[config.mk]
export PLATFORM = sky130hd
export DESIGN_NAME = pobieranie_rozkazu
export DESIGN_NICKNAME = d
export VERILOG_FILES = /design/src/rtl/pobieranie_rozkazu.sv
export SDC_FILE = /design/constraint.sdc
export NUM_CORES = 1
export LEC_CHECK = 0
export ABC_AREA = 1
export CAP_MARGIN = 30
export CORE_MARGIN = 2
export CORE_UTILIZATION = 40
export CTS_BUF_LIST = sky130_fd_sc_hd__clkbuf_4
export DETAILED_ROUTE_END_ITERATION = 6
export DONT_BUFFER_PORTS = 1
export GPL_TIMING_DRIVEN = 0
export PLACE_DENSITY = 0.6
export SYNTH_ARGS = -nofsm -noshare
export SYNTH_HDL_FRONTEND = slang
export SYNTH_SLANG_ARGS = --single-unit
[constraint.sdc]
create_clock -name clk -period 2.6 [get_ports clk]
set_clock_uncertainty 0.2 [all_clocks]
set_input_delay 0.13 -clock clk [delete_from_list [all_inputs] [get_ports clk]]
set_output_delay 0.13 -clock clk [all_outputs]
set_load 0.03 [all_outputs]
[src/rtl/pobieranie_rozkazu.sv]
// Instruction fetch stage: owns the PC, reads opcode/operand byte pairs from a synchronous ROM
// and hands complete instructions to the decoder over a valid/ready handshake.
module pobieranie_rozkazu #(
    parameter int ADDR_W   = 8,
    parameter int RST_ADDR = 0,
    parameter int NOP_OPC  = 31
) (
    input  logic              clk,
    input  logic              rst_n,
    input  logic              rst_prog,
    input  logic              wstrzymaj,
    output logic [ADDR_W-1:0] adres_rom,
    input  logic [7:0]        dane_z_rom,
    output logic [7:0]        dane_rom,
    output logic [7:0]        argument,
    output logic              rozkaz_valid,
    input  logic              gotowy,
    input  logic              jmp_en,
    output logic [ADDR_W-1:0] pc,
    output logic [15:0]       licznik
);

    typedef enum logic [1:0] {
        S_OPC  = 2'd0,
        S_ARG  = 2'd1,
        S_LAT  = 2'd2,
        S_EXEC = 2'd3
    } stan_t;

    localparam logic [ADDR_W-1:0] PC_RST = ADDR_W'(RST_ADDR);
    localparam logic [7:0]        NOP    = 8'(NOP_OPC);

    stan_t             stan_q;
    logic [ADDR_W-1:0] pc_q;
    logic [7:0]        opcode_q;
    logic [7:0]        argument_q;
    logic              valid_q;
    logic [15:0]       licznik_q;

    logic [ADDR_W-1:0] pc_inc1_d;
    logic [ADDR_W-1:0] pc_inc2_d;
    logic [ADDR_W-1:0] skok_d;

    // Natural wrap of the ADDR_W-bit sums gives the modulo-2**ADDR_W PC arithmetic.
    assign pc_inc1_d = pc_q + ADDR_W'(1);
    assign pc_inc2_d = pc_q + ADDR_W'(2);
    assign skok_d    = ADDR_W'(argument_q);

    always_ff @(posedge clk or negedge rst_n) begin
        if (!rst_n) begin
            stan_q     <= S_OPC;
            pc_q       <= PC_RST;
            opcode_q   <= NOP;
            argument_q <= 8'd0;
            valid_q    <= 1'b0;
            licznik_q  <= 16'd0;
        end else if (rst_prog) begin
            // Program restart drops any held instruction without counting it.
            stan_q  <= S_OPC;
            pc_q    <= PC_RST;
            valid_q <= 1'b0;
        end else begin
            case (stan_q)
                S_OPC: begin
                    if (!wstrzymaj) begin
                        stan_q <= S_ARG;
                    end
                end
                S_ARG: begin
                    opcode_q <= dane_z_rom;
                    stan_q   <= S_LAT;
                end
                S_LAT: begin
                    argument_q <= dane_z_rom;
                    pc_q       <= pc_inc2_d;
                    valid_q    <= 1'b1;
                    stan_q     <= S_EXEC;
                end
                S_EXEC: begin
                    if (gotowy) begin
                        licznik_q <= licznik_q + 16'd1;
                        if (jmp_en) begin
                            pc_q <= skok_d;
                        end
                        valid_q <= 1'b0;
                        stan_q  <= S_OPC;
                    end
                end
                default: begin
                    stan_q  <= S_OPC;
                    valid_q <= 1'b0;
                end
            endcase
        end
    end

    // The operand address is held through S_LAT, where pc_q still holds the opcode address.
    assign adres_rom    = (stan_q == S_ARG || stan_q == S_LAT) ? pc_inc1_d : pc_q;
    assign dane_rom     = (stan_q == S_EXEC) ? opcode_q : NOP;
    assign argument     = argument_q;
    assign rozkaz_valid = valid_q;
    assign pc           = pc_q;
    assign licznik      = licznik_q;

endmodule

==> results of run 1 <==
## kinds of logic (layout without fill, tap and decap cells)
| group | after synthesis | in the layout | synth area share |
|---|---|---|---|
| buffers and inverters | 45 | 71 | 0.07819 |
| XOR/XNOR | 12 | 12 | 0.04468 |
| flip-flops | 43 | 43 | 0.4601 |
| AO/OA/AOI/OAI | 31 | 31 | 0.07128 |
| adder cells (fa/ha/maj) | 7 | 7 | 0.03723 |
| AND/OR/NAND/NOR | 160 | 160 | 0.3085 |
## sequential cells by signal, summed over array words and instances, names as in the netlist
signal / count
argument: 8
licznik: 16
opcode_q: 8
pc: 8
rozkaz_valid: 1
stan_q: 2
## area by class of cell
| cell class | instances | area [µm²] | area share |
|---|---|---|---|
| Buffer | 5 | 33.78 | 0.01241 |
| Clock buffer | 6 | 45.04 | 0.01655 |
| Clock inverter | 2 | 12.51 | 0.004598 |
| Inverter | 40 | 150.1 | 0.05517 |
| Multi-Input combinational cell | 210 | 1110 | 0.4078 |
| Sequential cell | 43 | 1082 | 0.3977 |
| Tap cell | 72 | 90.09 | 0.03310 |
| Timing Repair Buffer | 18 | 197.7 | 0.07264 |
## per-layer routing
layer / GRT usage / vias to the layer above / routed length, µm
met5: 0 / - / 0
met4: 0.06102 / 0 / 88
met3: 0.05169 / 7 / 331
met2: 0.2625 / 47 / 2209
met1: 0.2466 / 864 / 2537
li1: - / 977 / -
## worst max path at each step
stage,from,endpoint,cells after the start
finish,stan_q[0]$_DFFE_PN0P_,adres_rom[4],5
global route,stan_q[1]$_DFFE_PN0P_,adres_rom[4],5
CTS,pc[1]$_DFFE_PN0P_,adres_rom[7],5
detailed placement,pc[1]$_DFFE_PN0P_,adres_rom[7],5
global placement,pc[1]$_DFFE_PN0P_,adres_rom[7],5
floorplan,pc[2]$_DFFE_PN0P_,adres_rom[7],5
## cells in the final DEF, fill, tap and decap left out, drive strengths merged
cell,Yosys,routed
nand3,24,24
clkinvlp,0,1
xor2,7,7
dfrtp,38,38
nand2,97,97
a31oi,2,2
dlygate4sd3,0,17
inv,40,40
dfstp,5,5
nand3b,1,1
buf,3,4
o21bai,4,4
nand4,4,4
a21oi,1,1
nor3,1,1
clkinv,0,1
or2,9,9
ha,7,7
clkbuf,2,8
nor2,24,24
xnor2,5,5
o21ai,24,24
## power groups by stage
stage                     clock, µW  combinational (µW)  sequential (µW)
after global routing            377                 892             1320
after detailed placement          0                 674             1300
after floorplan                   0                 574             1240
after global placement            0                 661             1300
after CTS                       347                 768             1290
final                           339                 774             1290
## worst reg2reg max path, stage by stage, from the launching register on
cell           delay [ns]
dfrtp_1              0.42
inv_1                0.11
ha_1                 0.15
nand2_1              0.16
buf_4                0.22
o21ai_0              0.14
dlygate4sd3_1        0.57
## stage by stage
stage	total power, µW	hold WS (ns)	worst slack, ns
after floorplan	1812	-0.3656	0.6280
after global placement	1964	-0.3637	0.4785
after detailed placement	1977	-0.3646	0.4548
after CTS	2408	0.03278	0.04577
after global routing	2589	0.03080	0.06235
final	2404	0.02018	0.2120
## what timing repair did
action,CTS,global route
hold buffers,18,0
hold endpoints to repair,81,0
setup endpoints to repair,0,3
gates resized for setup,0,4
==> run_results.csv, run 1 <==
group,metric,value,unit
outcome,outcome,"completed",
placement,numPortBuffers,0,
critical_path,path_cells,"inv_1 > ha_1 > nand2_1 > nor2_1 > xor2_1",
routing,first_iter_violations,106,
clocking,cts_tree,"built",
synth,yosysWarnings,0,
pwr,p_switching,1127,µW
worst_hold_path,min_to,"pc[3]$_DFFE_PN0P_",
placement,post_dp_cell_area,2442,µm²
worst_hold_path,worst_hold_path_type,"in2reg",
critical_path,cp.required,2.27,ns
timing,worst_pin_slew,0.9131,ns
floorplan,initial_core_util,0.4195,
global_route,grt-ovfl-total,0,
routing,drtPass1Iterations,4,
global_route,grt.total_usage,0.1771,
clocking,clkTransAtPathRegs,0.13,ns
pwr,cellPowerDensity,883.2,nW/µm²
worst_hold_path,worstHoldPathCells,5,
global_route,grt_pass1_wl,8894,µm
synth,ys_seq_area_frac,0.4601,
global_route,grt_max_degree,44,
pwr,p_seq_frac,0.537,
layout,antenna_cells,0,
clocking,clockBufferDepth,2,
synth,synthCells,298,
critical_path,arrival,2.06,ns
floorplan,die_area,6510,µm²
synth,avgSynthCellArea,7.893,µm²
pwr,leakagePower,0.001354,µW
timing,rsz0062_at_grt,"false",
layout,final.fill_count,582,
critical_path,cp_max_fo,6,
timing,fin_crit,2.388,ns
clocking,cts_sinks,43,
critical_path,reg2reg_depth,6,
pwr,clkPwrFrac,0.141,
timing,finalSetupViolCount,0,
synth,ys_top_cells_by_area,"dfrtp_1, nand2_1, inv_1, dfstp_2, o21ai_0",
layout,areaGrowthSynthToFinish,15.69,%
floorplan,ios,63,
routing,drcViolationCount,0,
synth,synth_cell_types,26,
synth,synth_top_cell_by_area,"dfrtp_1",
timing,relSlewSlack,0.3848,
layout,final_core_util,0.4853,
placement,dp_cells,370,
critical_path,cp_slowest_cell,"xor2_1",
floorplan,die_y,80.69,µm
routing,post_drt_wl_per_cell,13.05,µm
layout,nets,344,
synth,synth_commonest_cells,"nand2_1, dfrtp_1, inv_1",
critical_path,reg2reg_to,"opcode_q[1]$_DFFE_PN1P_",
clocking,clockRootBuffer,"clkbuf_4",
critical_path,path_delay_family,"XOR/XNOR gates",
synth,synth_flop_cell,"dfrtp_1",
synth,synth_most_common_cell,"nand2_1",
floorplan,row_count,27,
layout,design_area,2721,µm²
critical_path,critPathLaunchType,"flop",
pwr,share_comb_of_total_power,0.322,
global_route,grt_pass1_vias,1836,
synth,syn-cell-area,2352,µm²
timing,max_freq,0.4188,GHz
placement,dp_hpwl,3851,µm
pwr,ir_drop,0.4455,mV
flow_run,drv_cap,0,
pwr,p_sw_frac,0.4687,
pwr,internal-power,1277,µW
routing,routed_via_density,4.785,
critical_path,end_kind,"output pin",
global_route,antenna_found_initial,0,
synth,synth_seq_cells,43,
routing,via_count,1895,
clocking,cts_buffers,5,
critical_path,timing.rr.start,"stan_q[1]$_DFFE_PN0P_",
clocking,htreeDepth,2,
floorplan,fp.coreArea,5608,µm²
layout,drive_above_1_share,0.1296,
timing,maxSlewViolCount,0,
floorplan,die_x,80.69,µm
routing,finalWirelength,5166,µm
clocking,post_cts_buffers,0,
placement,place.gp.congestion,0.7561,
timing,final-hold-violation-count,0,
clocking,clock_latency,0.36,ns
timing,period_share,0.9185,
layout,stdcell_count,396,
routing,ant_nets,0,
critical_path,path_buf_inv,1,
timing,fin_setup_tns,0,ns
synth,yosysTopAreaCellShare,0.4043,
critical_path,path_class,"reg2out",
critical_path,r2r_slack,0.59,ns
synth,synth-async-reset-ratio,1.000,
synth,synth_nets,319,
worst_hold_path,hold_path_startpoint,"jmp_en",
synth,synth_edf_count,0,
critical_path,critPathMaxStageDelay,0.53,ns
Power figures use the tool's default switching activity.
==> inputs of run 2 (changes only) <==
BUFFER_PORTS_ARGS = -buffer_cell sky130_fd_sc_hd__buf_2   (was default)
CTS_BUF_LIST = default   (was sky130_fd_sc_hd__clkbuf_4)
DONT_BUFFER_PORTS = default   (was 1)
PLACE_DENSITY = 0.69   (was 0.6)
==> run 2 against run 1 <==
- register-to-register slack gained 0.27 ns
- first-iteration DRC count down 6.6%
- highest routed layer unchanged
- critical path depth is 2 higher
- routed wire length up 1.2%
- global-route usage decreased by 0.70 points
- die area unchanged
- sequential cell count stayed put
- non-clock buffer count up 56
- utilization grew 5.0 points
- sequential power shrank 20%
- via count up 10%
- final cell count is 14% higher
==> run_results.csv, run 2 (synthesized netlist as in run 1, its figures left out) <==
group,metric,value,unit
routing,via_count,2088,
timing,max_freq,0.4536,GHz
critical_path,timing.rr.start,"stan_q[0]$_DFFE_PN0P_",
pwr,leakagePower,0.001638,µW
routing,drcViolationCount,0,
floorplan,die_x,80.69,µm
timing,relSlewSlack,0.7085,
clocking,clockRootBuffer,"clkbuf_8",
critical_path,cp_max_fo,6,
routing,finalWirelength,5226,µm
routing,ant_nets,0,
layout,final_common_cell,"nand2_1",
worst_hold_path,worstHoldPathCells,4,
global_route,antenna_found_initial,0,
worst_hold_path,hold_path_startpoint,"rst_prog",
layout,nets,400,
floorplan,die_y,80.69,µm
clocking,cts_buffers,5,
timing,fin_setup_tns,0,ns
critical_path,end_kind,"output pin",
routing,post_drt_wl_per_cell,11.56,µm
global_route,grt-ovfl-total,0,
clocking,clkTransAtPathRegs,0.08,ns
floorplan,fp.coreArea,5608,µm²
timing,fin_crit,2.205,ns
flow_run,drv_cap,0,
global_route,grt.total_usage,0.1702,
critical_path,path_class,"reg2out",
routing,routed_via_density,4.619,
floorplan,initial_core_util,0.4195,
timing,worst_pin_slew,0.4373,ns
placement,dp_hpwl,3896,µm
critical_path,critPathLaunchType,"flop",
timing,period_share,0.8480,
floorplan,ios,63,
pwr,cellPowerDensity,891.4,nW/µm²
critical_path,r2r_slack,0.86,ns
pwr,p_sw_frac,0.4227,
clocking,cts_sinks,43,
layout,multiInputGateArea,1086,µm²
outcome,outcome,"completed",
layout,final.fill_count,563,
timing,final-hold-violation-count,0,
worst_hold_path,worst_hold_path_type,"in2reg",
routing,first_iter_violations,99,
critical_path,reg2reg_depth,8,
clocking,htreeDepth,2,
timing,rsz0062_at_grt,"false",
layout,antenna_cells,0,
layout,largest_reg_flops,16,
routing,drtPass1Iterations,4,
layout,regArea,1082,µm²
clocking,clock_latency,0.29,ns
clocking,post_cts_buffers,0,
floorplan,row_count,27,
critical_path,cp.required,2.27,ns
critical_path,reg2reg_to,"pc[1]$_DFFE_PN0P_",
pwr,p_switching,1130,µW
pwr,clkPwrFrac,0.199,
layout,drive_above_1_share,0.2632,
critical_path,arrival,1.87,ns
worst_hold_path,min_to,"pc[3]$_DFFE_PN0P_",
pwr,share_comb_of_total_power,0.416,
global_route,grt_pass1_vias,1896,
placement,numPortBuffers,62,
placement,place.gp.congestion,0.8151,
pwr,internal-power,1544,µW
timing,maxSlewViolCount,0,
pwr,p_seq_frac,0.385,
timing,finalSetupViolCount,0,
layout,areaGrowthSynthToFinish,27.55,%
placement,pre_cts_ws,0.6830,ns
global_route,grt_pass1_wl,8556,µm
layout,final_cell_mix,"nand2_1, buf_2, inv_1, dfrtp_1, o21ai_0",
global_route,grt_max_degree,44,
pwr,ir_drop,0.4475,mV
timing,fin_ws,0.3952,ns
clocking,cts_tree,"built",
floorplan,die_area,6510,µm²
clocking,clockBufferDepth,2,
## run 2: timing repair
| action | 4_1_cts | 5_1_grt |
|---|---|---|
| hold buffers | 10 | 1 |
| endpoints found under the hold margin | 55 | 1 |
| gates resized for setup | 0 | 0 |
## run 2: critical path, stage by stage (launching register included)
cell and delay, ns:
dfrtp_1 0.38, inv_1 0.09, ha_1 0.40, nand2_1 0.11
nor2_1 0.17, nand2_1 0.09, xor2_1 0.13, buf_2 0.21
## run 2: cell type report
type	instances	share of cell area
Sequential cell	43	0.3607
Clock inverter	2	0.01168
Multi-Input combinational cell	210	0.3620
Buffer	5	0.01126
Tap cell	72	0.03002
Inverter	40	0.05004
Timing Repair Buffer	74	0.1468
Clock buffer	6	0.02752
## run 2: worst max-delay path by stage
stage	start	end	slack (ns)	cells past startpoint
finish	stan_q[0]$_DFFE_PN0P_	adres_rom[6]	0.40	7
global route	stan_q[0]$_DFFE_PN0P_	adres_rom[6]	0.23	7
CTS	stan_q[0]$_DFFE_PN0P_	adres_rom[6]	0.35	7
detailed placement	stan_q[0]$_DFFE_PN0P_	adres_rom[6]	0.68	7
global placement	stan_q[0]$_DFFE_PN0P_	adres_rom[6]	0.75	7
floorplan	pc[2]$_DFFE_PN0P_	adres_rom[7]	0.63	5
## run 2: metal layers
| layer | track usage | wire length [µm] |
|---|---|---|
| met1 | 0.2276 | 2454 |
| met5 | 0 | 0 |
| met3 | 0.03146 | 276 |
| met2 | 0.2750 | 2411 |
| met4 | 0.06102 | 83 |
## run 2: metrics by stage
step                hold slack, ns  utilization  power [µW]  area [µm²]  instances
finish                     0.03021       0.5350        2674        3000        452
floorplan                  -0.3656            -        1812        2352        298
detailed placement          0.1375       0.4909        2143        2753        432
global placement            0.1261       0.4909        2119        2753        432
CTS                        0.02537       0.5297        2695        2970        450
global route               0.05275       0.5350        2851        3000        452
## run 2: power by group through the flow
stage / clock network [µW] / registers, µW / logic [µW]
floorplan: 0 / 1240 / 574
global placement: 0 / 1040 / 1080
detailed placement: 0 / 1040 / 1100
CTS: 550 / 1030 / 1120
global route: 578 / 1050 / 1220
finish: 533 / 1030 / 1110
